## src/rtl/matmul_result_drain_pkg.sv

```systemverilog
// Shared definitions for the matmul result drain: FSM encoding, size derivation
// and packed-matrix element addressing helpers.
package matmul_result_drain_pkg;

  localparam int unsigned DIM_W = 3;

  typedef enum logic [1:0] {
    ST_IDLE   = 2'd0,
    ST_STREAM = 2'd1,
    ST_DONE   = 2'd2
  } drain_state_e;

  function automatic int unsigned calc_max_dim(input int unsigned data_w,
                                               input int unsigned bus_w);
    return bus_w / data_w;
  endfunction

  function automatic int unsigned calc_addr_w(input int unsigned max_dim);
    return (max_dim * max_dim > 1) ? int'($clog2(max_dim * max_dim)) : 1;
  endfunction

  // Column-major element index of (r,c) inside the packed array output
  function automatic int unsigned elem_index(input int unsigned r,
                                             input int unsigned c,
                                             input int unsigned max_dim);
    return c * max_dim + r;
  endfunction

  function automatic int unsigned elem_offset(input int unsigned r,
                                              input int unsigned c,
                                              input int unsigned max_dim,
                                              input int unsigned bus_w);
    return elem_index(r, c, max_dim) * bus_w;
  endfunction

endpackage

```

## src/rtl/matmul_result_ptr.sv

```systemverilog
// Row/column walker over the clamped N x M result window; exposes the pointer
// value for the next cycle so the owner can register its outputs from it.
module matmul_result_ptr
  import matmul_result_drain_pkg::*;
#(
  parameter int unsigned MAX_DIM = 2
) (
  input  logic             clk_i,
  input  logic             rst_ni,
  input  logic             load_i,
  input  logic             adv_i,
  input  logic [DIM_W-1:0] n_dim_i,
  input  logic [DIM_W-1:0] m_dim_i,
  output logic [DIM_W-1:0] row_nxt_c,
  output logic [DIM_W-1:0] col_nxt_c,
  output logic             last_c,
  output logic             empty_c
);

  localparam logic [DIM_W-1:0] MAX_D = DIM_W'(MAX_DIM);

  logic [DIM_W-1:0] row_q, col_q, n_q, m_q;
  logic [DIM_W-1:0] n_clamp, m_clamp;

  assign n_clamp = (n_dim_i > MAX_D) ? MAX_D : n_dim_i;
  assign m_clamp = (m_dim_i > MAX_D) ? MAX_D : m_dim_i;
  assign empty_c = (n_clamp == '0) || (m_clamp == '0);
  assign last_c  = (row_q == n_q - DIM_W'(1)) && (col_q == m_q - DIM_W'(1));

  // The last beat wraps to (0,0) so the pointer never leaves the matrix
  always_comb begin
    row_nxt_c = row_q;
    col_nxt_c = col_q;
    if (load_i) begin
      row_nxt_c = '0;
      col_nxt_c = '0;
    end else if (adv_i) begin
      if (last_c) begin
        row_nxt_c = '0;
        col_nxt_c = '0;
      end else if (col_q == m_q - DIM_W'(1)) begin
        row_nxt_c = row_q + DIM_W'(1);
        col_nxt_c = '0;
      end else begin
        col_nxt_c = col_q + DIM_W'(1);
      end
    end
  end

  always_ff @(posedge clk_i or negedge rst_ni) begin
    if (!rst_ni) begin
      row_q <= '0;
      col_q <= '0;
      n_q   <= '0;
      m_q   <= '0;
    end else begin
      row_q <= row_nxt_c;
      col_q <= col_nxt_c;
      if (load_i) begin
        n_q <= n_clamp;
        m_q <= m_clamp;
      end
    end
  end

endmodule

```

## src/rtl/matmul_result_drain.sv

```systemverilog
// Captures the systolic array's C matrix on finish and streams the valid
// N x M elements row-major over a valid/ready write port.
module matmul_result_drain
  import matmul_result_drain_pkg::*;
#(
  parameter  int unsigned DATA_WIDTH = 8,
  parameter  int unsigned BUS_WIDTH  = 16,
  localparam int unsigned MAX_DIM    = calc_max_dim(DATA_WIDTH, BUS_WIDTH),
  localparam int unsigned ADDR_W     = calc_addr_w(MAX_DIM),
  localparam int unsigned NUM_EL     = MAX_DIM * MAX_DIM
) (
  input  logic                        clk_i,
  input  logic                        rst_ni,
  input  logic [NUM_EL*BUS_WIDTH-1:0] c_matrix_i,
  input  logic [NUM_EL-1:0]           flags_i,
  input  logic                        finish_mul_i,
  input  logic [DIM_W-1:0]            n_dim_i,
  input  logic [DIM_W-1:0]            m_dim_i,
  output logic                        wr_valid_o,
  input  logic                        wr_ready_i,
  output logic [ADDR_W-1:0]           wr_addr_o,
  output logic [BUS_WIDTH-1:0]        wr_data_o,
  output logic                        wr_ovf_o,
  output logic                        busy_o,
  output logic                        done_o,
  output logic [NUM_EL-1:0]           ovf_o,
  output logic                        drop_o,
  input  logic                        clr_i
);

  drain_state_e state_q, state_d;

  logic                              finish_q, fin_edge, beat;
  logic                              load, adv, last_c, empty_c;
  logic [DIM_W-1:0]                  row_nxt, col_nxt;
  logic [NUM_EL-1:0][BUS_WIDTH-1:0]  c_cap_q, mat_sel;
  logic [NUM_EL-1:0]                 f_cap_q, flag_sel;
  logic [ADDR_W-1:0]                 addr_d, cidx;
  logic [BUS_WIDTH-1:0]              data_d;
  logic                              wovf_d, drop_d;
  logic [NUM_EL-1:0]                 ovf_d;

  assign fin_edge = finish_mul_i & ~finish_q;
  assign beat     = wr_valid_o & wr_ready_i;

  matmul_result_ptr #(
    .MAX_DIM (MAX_DIM)
  ) u_ptr (
    .clk_i     (clk_i),
    .rst_ni    (rst_ni),
    .load_i    (load),
    .adv_i     (adv),
    .n_dim_i   (n_dim_i),
    .m_dim_i   (m_dim_i),
    .row_nxt_c (row_nxt),
    .col_nxt_c (col_nxt),
    .last_c    (last_c),
    .empty_c   (empty_c)
  );

  always_comb begin
    state_d = state_q;
    load    = 1'b0;
    adv     = 1'b0;
    unique case (state_q)
      ST_IDLE: begin
        if (fin_edge) begin
          load    = 1'b1;
          state_d = empty_c ? ST_DONE : ST_STREAM;
        end
      end
      ST_STREAM: begin
        if (beat) begin
          adv = 1'b1;
          if (last_c) state_d = ST_DONE;
        end
      end
      ST_DONE:  state_d = ST_IDLE;
      default:  state_d = ST_IDLE;
    endcase
  end

  always_ff @(posedge clk_i or negedge rst_ni) begin
    if (!rst_ni) state_q <= ST_IDLE;
    else         state_q <= state_d;
  end

  // Element for the next cycle; on the capture cycle it comes straight from the array
  always_comb begin
    mat_sel  = (state_q == ST_IDLE) ? c_matrix_i : c_cap_q;
    flag_sel = (state_q == ST_IDLE) ? flags_i    : f_cap_q;
    cidx     = ADDR_W'(elem_index(32'(row_nxt), 32'(col_nxt), MAX_DIM));
    addr_d   = '0;
    data_d   = '0;
    wovf_d   = 1'b0;
    if (state_d == ST_STREAM) begin
      addr_d = ADDR_W'(32'(row_nxt) * MAX_DIM + 32'(col_nxt));
      data_d = mat_sel[cidx];
      wovf_d = flag_sel[cidx];
    end
  end

  // Sticky status: a set in the same cycle as clr_i wins
  always_comb begin
    ovf_d = clr_i ? '0 : ovf_o;
    if (beat && wr_ovf_o) ovf_d[wr_addr_o] = 1'b1;
    drop_d = (clr_i ? 1'b0 : drop_o) | (fin_edge && (state_q != ST_IDLE));
  end

  always_ff @(posedge clk_i or negedge rst_ni) begin
    if (!rst_ni) begin
      finish_q   <= 1'b0;
      c_cap_q    <= '0;
      f_cap_q    <= '0;
      wr_valid_o <= 1'b0;
      wr_addr_o  <= '0;
      wr_data_o  <= '0;
      wr_ovf_o   <= 1'b0;
      busy_o     <= 1'b0;
      done_o     <= 1'b0;
      ovf_o      <= '0;
      drop_o     <= 1'b0;
    end else begin
      finish_q <= finish_mul_i;
      if (load) begin
        c_cap_q <= c_matrix_i;
        f_cap_q <= flags_i;
      end
      wr_valid_o <= (state_d == ST_STREAM);
      wr_addr_o  <= addr_d;
      wr_data_o  <= data_d;
      wr_ovf_o   <= wovf_d;
      busy_o     <= (state_d == ST_STREAM);
      done_o     <= (state_d == ST_DONE);
      ovf_o      <= ovf_d;
      drop_o     <= drop_d;
    end
  end

endmodule

```

## config.mk

```make
export PLATFORM = sky130hd
export DESIGN_NAME = matmul_result_drain
export DESIGN_NICKNAME = d
export VERILOG_FILES = /design/src/rtl/matmul_result_drain_pkg.sv /design/src/rtl/matmul_result_ptr.sv /design/src/rtl/matmul_result_drain.sv
export SDC_FILE = /design/constraint.sdc
export NUM_CORES = 1
export LEC_CHECK = 0
export ABC_CLOCK_PERIOD_IN_PS = 3600
export CAP_MARGIN = 20
export CORE_MARGIN = 10
export CORE_UTILIZATION = 24
export CTS_CLUSTER_SIZE = 16
export DETAILED_ROUTE_END_ITERATION = 16
export GPL_TIMING_DRIVEN = 1
export PLACE_DENSITY_LB_ADDON = 0.05
export SLEW_MARGIN = 20
export SYNTH_ARGS = -nofsm -noshare
export SYNTH_HDL_FRONTEND = slang
export SYNTH_SLANG_ARGS = --single-unit
```

## constraint.sdc

```tcl
create_clock -name clk_i -period 3.6 [get_ports clk_i]
set_input_delay 1.08 -clock clk_i [delete_from_list [all_inputs] [get_ports clk_i]]
set_output_delay 1.08 -clock clk_i [all_outputs]
set_load 0.005 [all_outputs]
```

Word-level counts from Yosys, hierarchy flattened

Cells that the tools add are included.

$add $sub $neg: 6
Multipliers: 0
Div/mod/pow operators: 0
$lt $le $gt $ge: 5
Eq/ne operators: 5
Shift operators: 0
Muxes and demuxes: 33
Bitwise logic cells: 5
Reduce and logical (&&, ||, !) cells: 9

Operators with widths:

| operator              | count |
|---|---|
| $mux W64              | 1 |
| $bmux W16 S2          | 1 |
| $mux W16              | 2 |
| $mux W3               | 10 |
| $mux W4               | 3 |
| $mux W2               | 5 |
| $mux W1               | 8 |
| $add A3 B1 Y3 const B | 2 |
| $eq A3 B3 Y1          | 2 |
| $gt A3 B2 Y1 const B  | 2 |
| $logic_not A3 Y1      | 2 |
| $lt A2 B3 Y1 const B  | 2 |
| $sub A3 B1 Y3 const B | 2 |
| $add A2 B2 Y2         | 2 |
| $eq A2 B1 Y1 const B  | 2 |
| $logic_and A1 B1 Y1   | 4 |
| $or A4 B4 Y4          | 1 |
| $pmux W2 S2           | 1 |
| $and A1 B1 Y1         | 2 |
| $bmux W1 S2           | 1 |
| $demux W1 S2          | 1 |
| $eq A2 B2 Y1 const B  | 1 |
| $ge A2 B1 Y1 const B  | 1 |
| $logic_not A2 Y1      | 1 |
| other kinds (4)       | 4 |

Bits in registers: 109
Latch bits: 0
RAM bits: 0
Memory bits (read-only): 0
Input port bits: 79
Logic and storage cells: 81
Memories: 0

Logic depth before layout (Yosys ltp)

Depth in word-level cells: 10
Mapped depth: 12
Gate-level depth less buffers: 9

Hierarchy

Synthesis repeated with hierarchy kept, for this count alone.

Cell total of the unflattened synthesis: 445
Area, all modules: 5231.3 µm²

Modules (own cells, without submodules):

| module              | times used | cells an instance | area an instance (µm²) | seq. area each (µm²) |
|---|---|---|---|---|
| matmul_result_drain | 1          | 382               | 4551.9                 | 2427.3 |
| matmul_result_ptr   | 1          | 63                | 679.4                  | 300.3 |

Worst setup path after synthesis

Ideal clock, no wire load.

Path type: input to register
Start: input port wr_ready_i
End: register wr_data_o[13]
Setup time: 78 ps
Data arrival time: 2942 ps
Required time: 3522 ps
Setup slack: 580 ps
Cell stages on the path: 10
Buffers on the path: 4
Path through: and4b_1 -> buf_2 -> and4b_1 -> a21o_1 -> buf_6 -> or3_1 -> buf_6 -> buf_6 -> a221o_1 -> a21oi_2

Longest elaborated chain between the ends: 9
Elaborated cells on any way between the ends: 14
Classes of those cells: add/sub (1); eq/ne (1); mux (11); bitwise (1)

RTL lines:

| element                        | line                          | RTL |
|---|---|---|
| start: declaration             | matmul_result_drain.sv:20     | `input logic wr_ready_i,` |
| $and A1 B1 Y1 (*)              | matmul_result_drain.sv:44     | `assign beat = wr_valid_o & wr_ready_i;` |
| $mux W1                        | matmul_result_drain.sv:73     | `if (beat) begin` |
| $mux W1                        | matmul_result_drain.sv:65     | `unique case (state_q)` |
| $mux W3                        | matmul_result_ptr.sv:37       | `end else if (adv_i) begin` |
| $mux W3                        | matmul_result_ptr.sv:34       | `if (load_i) begin` |
| $add A2 B2 Y2                  | matmul_result_drain_pkg.sv:26 | `return c * max_dim + r;` |
| $bmux W16 S2                   | matmul_result_drain.sv:98     | `data_d = mat_sel[cidx];` |
| $mux W16 (not written as such) | matmul_result_drain.sv:98     |  |
| $mux W16 (*)                   | matmul_result_drain.sv:96     | `if (state_d == ST_STREAM) begin` |
| net data_d[13]                 | matmul_result_drain.sv:39     | `logic [BUS_WIDTH-1:0] data_d;` |
| end signal: assignment         | matmul_result_drain.sv:131    | `wr_data_o <= data_d;` |
| end: declaration               | matmul_result_drain.sv:22     | `output logic [BUS_WIDTH-1:0] wr_data_o,` |

Mark *: on every way through the listed nets, which the timed path passes. The rest lies on a longest branch. The select of a mux whose other input is x is not followed.
A chain may end at the register's enable or synchronous reset.

Worst setup path in the final report

Start: input port wr_ready_i
End: register wr_data_o[2]

Same word-level chain as after synthesis.

==> flow_metrics.py <==
metrics = {
    "power": {
        "powerDensity_nw_per_um2": 798,
        "comb_power_share_pct": 47.4,
        "power.total_mw": 5.81,
        "switchingPower_mw": 2.20,
        "seqPwrFrac_pct": 35.1,
        "leakagePower_nw": 3.23,
        "switching_share_pct": 37.9,
        "internal_power_mw": 3.61,
        "irDropWorstVdd_v": 0.000267,
        "pwr-share-clk_pct": 17.5,
    },
    "synthesis": {
        "synth_seq_cells": 109,
        "seq_area_frac_synth_pct": 49.0,
        "yosysWarningCount": 0,
        "synth_top_area_cell": "dfrtp_1",
        "ys_types": 42,
        "syn_inst": 596,
        "synth_top_area_share_pct": 49.0,
        "synth.avg_cell_area_um2": 9.34,
        "syn_area_um2": 5570,
        "synth_area_leaders": "dfrtp_1, nand2_1, mux2i_1",
        "async_reset_ff_share_pct": 100,
        "synth_commonest_cells": "nand2_1, dfrtp_1, mux2i_1",
        "synth_enable_flop_cells": 0,
        "syn_nets": 679,
        "synth_most_common_cell": "nand2_1",
        "synth-main-ff-cell": "dfrtp_1",
    },
    "clocking": {
        "cts_max_path_buffers": 2,
        "path_clk_slew_ps": 70,
        "htreeDepth": 3,
        "cts-resized-gates": 0,
        "post-cts-setup-buffers": 0,
        "cts-root-buf": "clkbuf_16",
        "numCtsBuffers": 9,
        "cts_tree": "yes",
        "clock_latency_ps": 350,
        "cts_sinks": 109,
        "ctsHoldBuffers": 0,
    },
    "die": {
        "num_rows": 55,
        "die_x_um": 172,
        "start_util_pct": 24.5,
        "ios": 106,
        "die_y_um": 172,
        "core-area_um2": 22700,
        "die_area_um2": 29700,
    },
    "worst_setup_path": {
        "regToRegEndpoint": "wr_data_o[2]",
        "cp_slowest_stage_delay_ps": 560,
        "crit_chain": "clkdlybuf4s50_1, and4b_1, nand4_1, mux2i_1, or3_1, buf_12, a221o_1, a21oi_1",
        "setup.worst_path.start": "wr_ready_i",
        "ff2ff_setup_slack_ps": 900,
        "crit_end": "wr_data_o[2]",
        "cp.arrival_ps": 3420,
        "required_ps": 3880,
        "start_kind": "input port",
        "critPathMaxFanout": 34,
        "path_class": "in -> reg",
        "rr_startpoint": "u_ptr.m_q[0]",
        "critical_path.slowest_cell": "clkdlybuf4s50_1",
        "cp-end-kind": "register",
        "rr_worst_depth": 9,
    },
    "sta": {
        "final_min_period_over_clock_period_pct": 87.3,
        "finalCriticalPeriod_ps": 3140,
        "finalHoldViolations": 0,
        "maxSlewViolCount": 0,
        "fin_ws_ps": 457,
        "fmax_mhz": 318,
        "clock_skew_ps": 8.20,
        "worst_pin_slew_ps": 673,
        "rsz0062_at_grt": "false",
        "relSlewSlack_pct": 55.2,
        "holdWs_ps": 469,
        "tns_ps": 0,
        "setup_violations": 0,
    },
    "global_routing": {
        "grt_max_degree": 110,
        "antenna_found_initial": 1,
        "grt_pass1_vias": 4790,
        "track_usage_pct": 12.3,
        "grt_pass1_wl_um": 28300,
        "grt_overflow_total": 0,
    },
    "outcome": {
        "outcome": "finished, final reports clean",
    },
    "cells_and_area": {
        "nFillCells": 2319,
        "syn_to_final_growth_pct": 30.7,
        "final_util_pct": 32.0,
        "nets": 765,
        "drive_gt1_share_pct": 9.61,
    },
    "routing": {
        "drt_iter0_markers": 311,
        "via_per_inst": 4.59,
        "vias": 4464,
        "wirelength_um": 17800,
        "drt-pass1-iter-count": 4,
        "drc": 0,
        "ant_nets": 0,
        "wire_per_inst_um": 18.3,
    },
    "placement": {
        "dpl_worst_slack_ps": 112,
        "place_hpwl_um": 12400,
        "gp_congestion": 0.755,
        "io_buffers": 105,
    },
    "worst_hold_path": {
        "min_path_type": "reg -> reg",
    },
    "run": {
        "drv_cap": 0,
    },
}
[cells by family (layout without fill, tap and decap cells)]
logic type	count (synthesis)	after routing	share of synthesized area [%]
and+or+nand+nor	257	257	19.2
xor gates and xnor gates	10	10	2.07
muxes	52	52	9.73
buffers and inverters	61	152	4.92
DFF	109	109	49.0
adders and majority gates	4	4	0.899
other	0	1	0
AOI/OAI and AO/OA	103	103	14.2
[power by group through the flow]
stage	Combinational, mW	Clock, mW	Sequential, mW
global route	3.10	1.11	2.12
CTS	2.81	1.06	2.05
floorplan	1.83	0	1.98
global placement	2.78	0	2.06
detailed placement	2.80	0	2.08
finish	2.75	1.02	2.04
[worst min-delay path by stage]
stage                              to        start  cells after the start
after CTS                 c_cap_q[61]  c_cap_q[61]                      2
after global routing      c_cap_q[49]  c_cap_q[49]                      2
after detailed placement  c_cap_q[63]  c_cap_q[63]                      2
after global placement    c_cap_q[61]  c_cap_q[61]                      2
final                     c_cap_q[61]  c_cap_q[61]                      2
after floorplan           c_cap_q[48]  c_cap_q[48]                      2
[metal layers]
layer	vias up	GRT usage [%]	wire, um
met5	-	0	0
met4	0	3.82	192
met3	10	2.49	1110
met2	103	18.2	7960
met1	2137	17.5	8550
li1	2214	-	-
[state kept, by name, summed over array words and instances, names as in the netlist, 2 cells and up]
signal       count
u_ptr.row_q      3
c_cap_q         64
state_q          2
f_cap_q          4
u_ptr.m_q        3
wr_data_o       16
ovf_o            4
wr_addr_o        2
u_ptr.n_q        3
u_ptr.col_q      3
[worst max-delay path: cells and delay by family]
kind,cells,cell delay [ps]
AOI/OAI and AO/OA,2,520
buffers and inverters,2,740
muxes,1,190
and+or+nand+nor,3,850
[cells in the final DEF, fill, tap and decap left out, types with 17 or more instances in the layout]
cell               n
a2111oi_0         17
a221o_1           17
clkdlybuf4s50_1  104
dfrtp_1          109
mux2_2            17
mux2i_1           35
nand2_1          211
nor2b_1           18
o2111ai_1         17
o21ai_0           21
[area by class of cell]
cell class | count | area [um^2] | share of cell area [%]
well taps | 285 | 357 | 4.90
inverters | 14 | 52.6 | 0.722
diodes | 1 | 2.50 | 0.0344
clock buffers | 12 | 246 | 3.39
repair buffers | 122 | 1250 | 17.2
flip-flops and latches | 109 | 2730 | 37.5
clock inverters | 4 | 47.5 | 0.653
multi-input cells | 426 | 2590 | 35.6
[stage by stage]
step           std cells  instance area, um^2
6_report             973                 7280
3_3_place_gp         956                 6980
5_1_grt              973                 7280
2_1_floorplan        596                 5570
4_1_cts              972                 7280
3_5_place_dp         956                 6980
(Power assumes the default switching activity.)
==> RTL change 1 (same flow settings) <==
`BUS_WIDTH`: 16 -> 18.
--- a/src/rtl/matmul_result_drain.sv
+++ b/src/rtl/matmul_result_drain.sv
@@ -5,5 +5,5 @@
 #(
   parameter  int unsigned DATA_WIDTH = 8,
-  parameter  int unsigned BUS_WIDTH  = 16,
+  parameter  int unsigned BUS_WIDTH  = 18,
   localparam int unsigned MAX_DIM    = calc_max_dim(DATA_WIDTH, BUS_WIDTH),
   localparam int unsigned ADDR_W     = calc_addr_w(MAX_DIM),
Ports: changed (resized c_matrix_i and wr_data_o); port bits go from 106 to 116. No check against the original RTL was run, so the function may have changed too.
==> RTL change 1 against the unedited design <==
- count of clock-buffer cells in the layout grew 11
- via count up 42%
- routed wire length up 47%
- cell area rose by 30%
- setup slack lost 0.012 ns
- total power is 50% higher
- synthesized cell count increased by 29%
- area after synthesis grew 28%
- combinational power rose by 69%
- largest cell class is now multi-input combinational cells
- critical endpoint is now wr_data_o[12]
- utilization up 0.12 points
- sequential cell count rose by 10
- sequential power up 12%
- final cell count increased by 31%
==> RTL change 1: results <==
export IMPL_outcome="complete, no violations"
export IMPL_yosysWarningCount=0
export IMPL_design_final_nets=967
export IMPL_yosysSeqAreaShare_pct=41.8
export IMPL_topRoutingLayerUsed="met4"
export IMPL_h_tree_depth=4
export IMPL_initialDrtViolationCount=342
export IMPL_antenna_found_initial=0
export IMPL_leading_register_cell_type_out_of_synthesis="sky130_fd_sc_hd__dfrtp_1"
export IMPL_mappedNetlistNets=859
export IMPL_synthTopCellsByCount="236 x sky130_fd_sc_hd__nand2_1, 119 x sky130_fd_sc_hd__dfrtp_1, 77 x sky130_fd_sc_hd__mux2i_1, 43 x sky130_fd_sc_hd__clkbuf_1, 38 x sky130_fd_sc_hd__a221o_1"
export IMPL_vdd_drop_max_uv=329
export IMPL_power_leakage_nw=4.32
export IMPL_antenna_cells=0
export IMPL_m1WireLength_um=12200
export IMPL_placement_io_buffers=115
export IMPL_crit_path_start="wr_ready_i"
export IMPL_timing_slew_headroom_pct=30.6
export IMPL_cts_buffers=17
export IMPL_wire_length_of_the_first_global_routing_pass_um=40400
export IMPL_totalWireLength_um=26200
export IMPL_clk_path_buf_depth=2
export IMPL_synthesis_area_per_instance_sq_um=9.27
export IMPL_grt_max_degree=84
export IMPL_routed_wl_met2_um=12300
export IMPL_finalClockSkew_ns=0.0101
export IMPL_netlist_top_cells_area="sky130_fd_sc_hd__dfrtp_1 42%, sky130_fd_sc_hd__nand2_1 12%, sky130_fd_sc_hd__mux2i_1 11%, sky130_fd_sc_hd__mux2_2 5.8%, sky130_fd_sc_hd__a221o_1 5.3%"
export IMPL_detailedPlacementHpwl_um=17300
export IMPL_number_of_instances_resized_during_post_cts_repair=0
export IMPL_grt_usage_pct=14.3
export IMPL_arrival_ns=3.50
export IMPL_cts_repair_timing_setup_buffer_count=0
export IMPL_place_inst=1247
export IMPL_worst_min_delay_path_startpoint="c_cap_q[38]"
export IMPL_weighted_congestion_reported_at_the_end_of_routability_driven_placement=0.753
export IMPL_detailedRoute_firstPassIterationCount=5
export IMPL_ff2ff_path_depth=9
export IMPL_clkLatencyLatePin_ns=0.41
export IMPL_wl_per_cell_um=20.5
export IMPL_worst_setup_timing_slack_at_the_placement_stage_ns=0.0482
export IMPL_dpl_instance_area_sq_um=8870
export IMPL_critPathMaxFanout=19
export IMPL_top_regs="c_cap_q x72, wr_data_o x18"
export IMPL_grt_pass1_vias=6702
export IMPL_avgViaCountPerCell=4.95
export IMPL_met3RoutedLength_um=1280
export IMPL_layout_drive_gt1_share_pct=12.7
export IMPL_yosys_cell_types_count=45
-- RTL change 1: where the power goes --
| group | total (mW) | switching (mW) | internal [mW] |
|---|---|---|---|
| registers | 2.28 | 0.356 | 1.92 |
| clock network | 1.82 | 0.629 | 1.19 |
| logic | 4.64 | 2.54 | 2.10 |
-- RTL change 1: logic make-up after synthesis --
group	after synthesis	synth area share, %
flip-flops	119	41.8
XOR/XNOR	10	1.46
AND/OR/NAND/NOR	294	17.2
multiplexers	115	16.9
AO/OA/AOI/OAI	136	16.7
buffers and inverters	90	5.22
adder cells (fa/ha/maj)	4	0.703
-- RTL change 1: final timing paths --
path                                 end  slack (ns)
max                        wr_data_o[12]        0.45
min                          c_cap_q[38]        0.47
max reg2reg                wr_data_o[12]        0.59
min reg2reg                  c_cap_q[38]        0.47
max in group asynchronous   wr_data_o[0]        2.23
min in group asynchronous   u_ptr.m_q[1]        0.57
-- RTL change 1: per-layer routing --
layer	global-route usage, %	up-vias
met5	0	-
met4	3.79	0
met3	3.29	24
met2	22.8	168
met1	19.0	3187
li1	-	2949
-- RTL change 1: through the flow --
step | hold slack, ns | total power, mW | util [%]
after floorplan | 0.442 | 5.32 | -
after global placement | 0.453 | 6.81 | 30.1
after detailed placement | 0.459 | 6.95 | 30.1
after CTS | 0.475 | 8.83 | 32.2
after global routing | 0.489 | 9.40 | 32.2
final | 0.468 | 8.73 | 32.2
-- RTL change 1: cell type report --
class,count,area [sq um]
Clock buffer,23,468
Multi-Input combinational cell,559,3820
Inverter,33,124
Fill cell,3039,20000
Sequential cell,119,2980
Timing Repair Buffer,146,1460
Tap cell,390,488
Clock inverter,9,148
-- RTL change 1: worst max-delay path, stage by stage --
cell and delay (ns):
sky130_fd_sc_hd__clkdlybuf4s50_1 0.48, sky130_fd_sc_hd__nand4b_1 0.15, sky130_fd_sc_hd__buf_4 0.21, sky130_fd_sc_hd__nor4_4 0.20, sky130_fd_sc_hd__nor2_2 0.09, sky130_fd_sc_hd__a211oi_4 0.88
sky130_fd_sc_hd__nand2b_1 0.22, sky130_fd_sc_hd__o311a_1 0.17
==> RTL change 2 (same flow settings) <==
Made on the original files. Take the reset off `wr_addr_o` and `wr_data_o` and load them in a clocked block of their own.
--- a/src/rtl/matmul_result_drain.sv
+++ b/src/rtl/matmul_result_drain.sv
@@ -114,6 +114,4 @@
       f_cap_q    <= '0;
       wr_valid_o <= 1'b0;
-      wr_addr_o  <= '0;
-      wr_data_o  <= '0;
       wr_ovf_o   <= 1'b0;
       busy_o     <= 1'b0;
@@ -128,6 +126,4 @@
       end
       wr_valid_o <= (state_d == ST_STREAM);
-      wr_addr_o  <= addr_d;
-      wr_data_o  <= data_d;
       wr_ovf_o   <= wovf_d;
       busy_o     <= (state_d == ST_STREAM);
@@ -138,4 +134,9 @@
   end
 
+  always_ff @(posedge clk_i) begin
+    wr_addr_o <= addr_d;
+    wr_data_o <= data_d;
+  end
+
 endmodule
 
Formal check against the unedited RTL: not equivalent (a bounded check fails within 4 cycles, from zero or initial values and one cycle with rst_ni low).
==> RTL change 2 against the unedited design <==
- routed wire length is 47% higher
- setup slack better by 0.25 ns
- sequential cell count stayed put
- cell area is 17% higher
- fmax is 8.6% higher
- die area is 18% higher
- via count is 45% higher
- total power is 46% higher
- register-to-register slack worse by 0.10 ns
- final cell count is 30% higher
- utilization is 1.2 points lower
- area after synthesis is 21% higher
- largest cell class is now multi-input combinational cells
==> RTL change 2: results <==
export IMPL_outcome="complete, no violations"
export IMPL_grt_usage_pct=14.6
export IMPL_async_reset_ff_share_pct=83.5
export IMPL_yosys_cell_types_count=52
export IMPL_synthTopCellsByCount="179 x sky130_fd_sc_hd__nand2_1, 91 x sky130_fd_sc_hd__dfrtp_1, 56 x sky130_fd_sc_hd__o21ai_0, 55 x sky130_fd_sc_hd__clkbuf_1, 49 x sky130_fd_sc_hd__a31oi_1"
export IMPL_antenna_found_initial=0
export IMPL_weighted_congestion_reported_at_the_end_of_routability_driven_placement=0.793
export IMPL_netlist_top_cells_area="sky130_fd_sc_hd__dfrtp_1 34%, sky130_fd_sc_hd__nand2_1 10%, sky130_fd_sc_hd__dfxtp_1 5.4%, sky130_fd_sc_hd__a31oi_1 4.6%, sky130_fd_sc_hd__o21ai_0 4.2%"
export IMPL_vias=6455
export IMPL_clk_pin_slew_ns=0.09
export IMPL_clkLatencyLatePin_ns=0.37
export IMPL_grt_pass1_vias=6633
export IMPL_initialDrtViolationCount=562
export IMPL_wire_length_of_the_first_global_routing_pass_um=40800
export IMPL_layout_drive_gt1_share_pct=10.2
export IMPL_vdd_drop_max_uv=418
export IMPL_finalClockSkew_ns=0.0155
export IMPL_tightestPinTransition_ns=1.02
export IMPL_timing_rr_start="u_ptr.row_q[0]"
export IMPL_final_cell_count_no_fill=1264
export IMPL_netlist_instances=811
export IMPL_yosysSeqAreaShare_pct=39.2
export IMPL_place_inst=1248
export IMPL_timing_critical_path_slowest_cell_delay_ns=0.45
export IMPL_detailedPlacementHpwl_um=17500
export IMPL_power_leakage_nw=3.48
## RTL change 2: cell types whose count changed after synthesis, moves of 18 or more
cell / unedited run / this run
sky130_fd_sc_hd__a211oi_1: 0 / 32
sky130_fd_sc_hd__a31oi_1: 1 / 49
sky130_fd_sc_hd__clkbuf_1: 29 / 55
sky130_fd_sc_hd__dfrtp_1: 109 / 91
sky130_fd_sc_hd__dfxtp_1: 0 / 18
sky130_fd_sc_hd__nand2_1: 211 / 179
sky130_fd_sc_hd__nor2_1: 8 / 26
sky130_fd_sc_hd__nor3_1: 1 / 38
sky130_fd_sc_hd__o21ai_0: 21 / 56
sky130_fd_sc_hd__o22ai_1: 3 / 22
## RTL change 2: power by group
part	internal, mW	total [mW]	switching [mW]
logic	2.29	5.31	3.02
registers	1.75	2.10	0.353
clock network	0.490	1.05	0.560
total	4.53	8.46	3.93
## RTL change 2: final cells by class
| cell class | count | area, sq um |
|---|---|---|
| Clock inverter | 7 | 67.6 |
| Fill cell | 2937 | 19200 |
| Clock buffer | 9 | 225 |
| Sequential cell | 109 | 2640 |
| Timing Repair Buffer | 141 | 1370 |
| Multi-Input combinational cell | 592 | 3670 |
| Tap cell | 378 | 473 |
| Inverter | 28 | 105 |
## RTL change 2: path summary, 6_finish.rpt
| check | end | slack (ns) | cells after the start |
|---|---|---|---|
| worst max-delay path | wr_data_o[2] | 0.71 | 7 |
| worst min-delay path | c_cap_q[43] | 0.48 | 2 |
| worst max register to register | wr_data_o[2] | 0.80 | 6 |
| worst min register to register | c_cap_q[43] | 0.48 | 2 |
| max in group asynchronous | c_cap_q[43] | 2.13 | 2 |
| min in group asynchronous | ovf_o[1] | 0.72 | 1 |
## RTL change 2: cells by family after synthesis
kind of cell | Yosys count | share of synthesized area, %
xor gates and xnor gates | 8 | 1.45
buffers and inverters | 110 | 6.53
and+or+nand+nor | 267 | 16.7
muxes | 37 | 5.82
DFF | 109 | 39.2
adders and majority gates | 4 | 0.744
AOI/OAI and AO/OA | 276 | 29.5
## RTL change 2: routing by layer
layer / track usage [%] / vias to the layer above / share of wire, %
li1: - / 3093 / -
met1: 20.5 / 3171 / 50
met2: 22.7 / 175 / 45
met3: 2.68 / 16 / 4.4
met4: 3.26 / 0 / 0.93
met5: 0 / - / 0
## RTL change 2: through the flow
stage / hold slack (ns) / area [sq um] / worst slack [ns]
2_1_floorplan: 0.440 / 6730 / 0.857
3_3_place_gp: 0.455 / 8260 / 0.344
3_5_place_dp: 0.461 / 8260 / 0.326
4_1_cts: 0.482 / 8550 / 0.710
5_1_grt: 0.496 / 8550 / 0.559
6_report: 0.477 / 8550 / 0.707
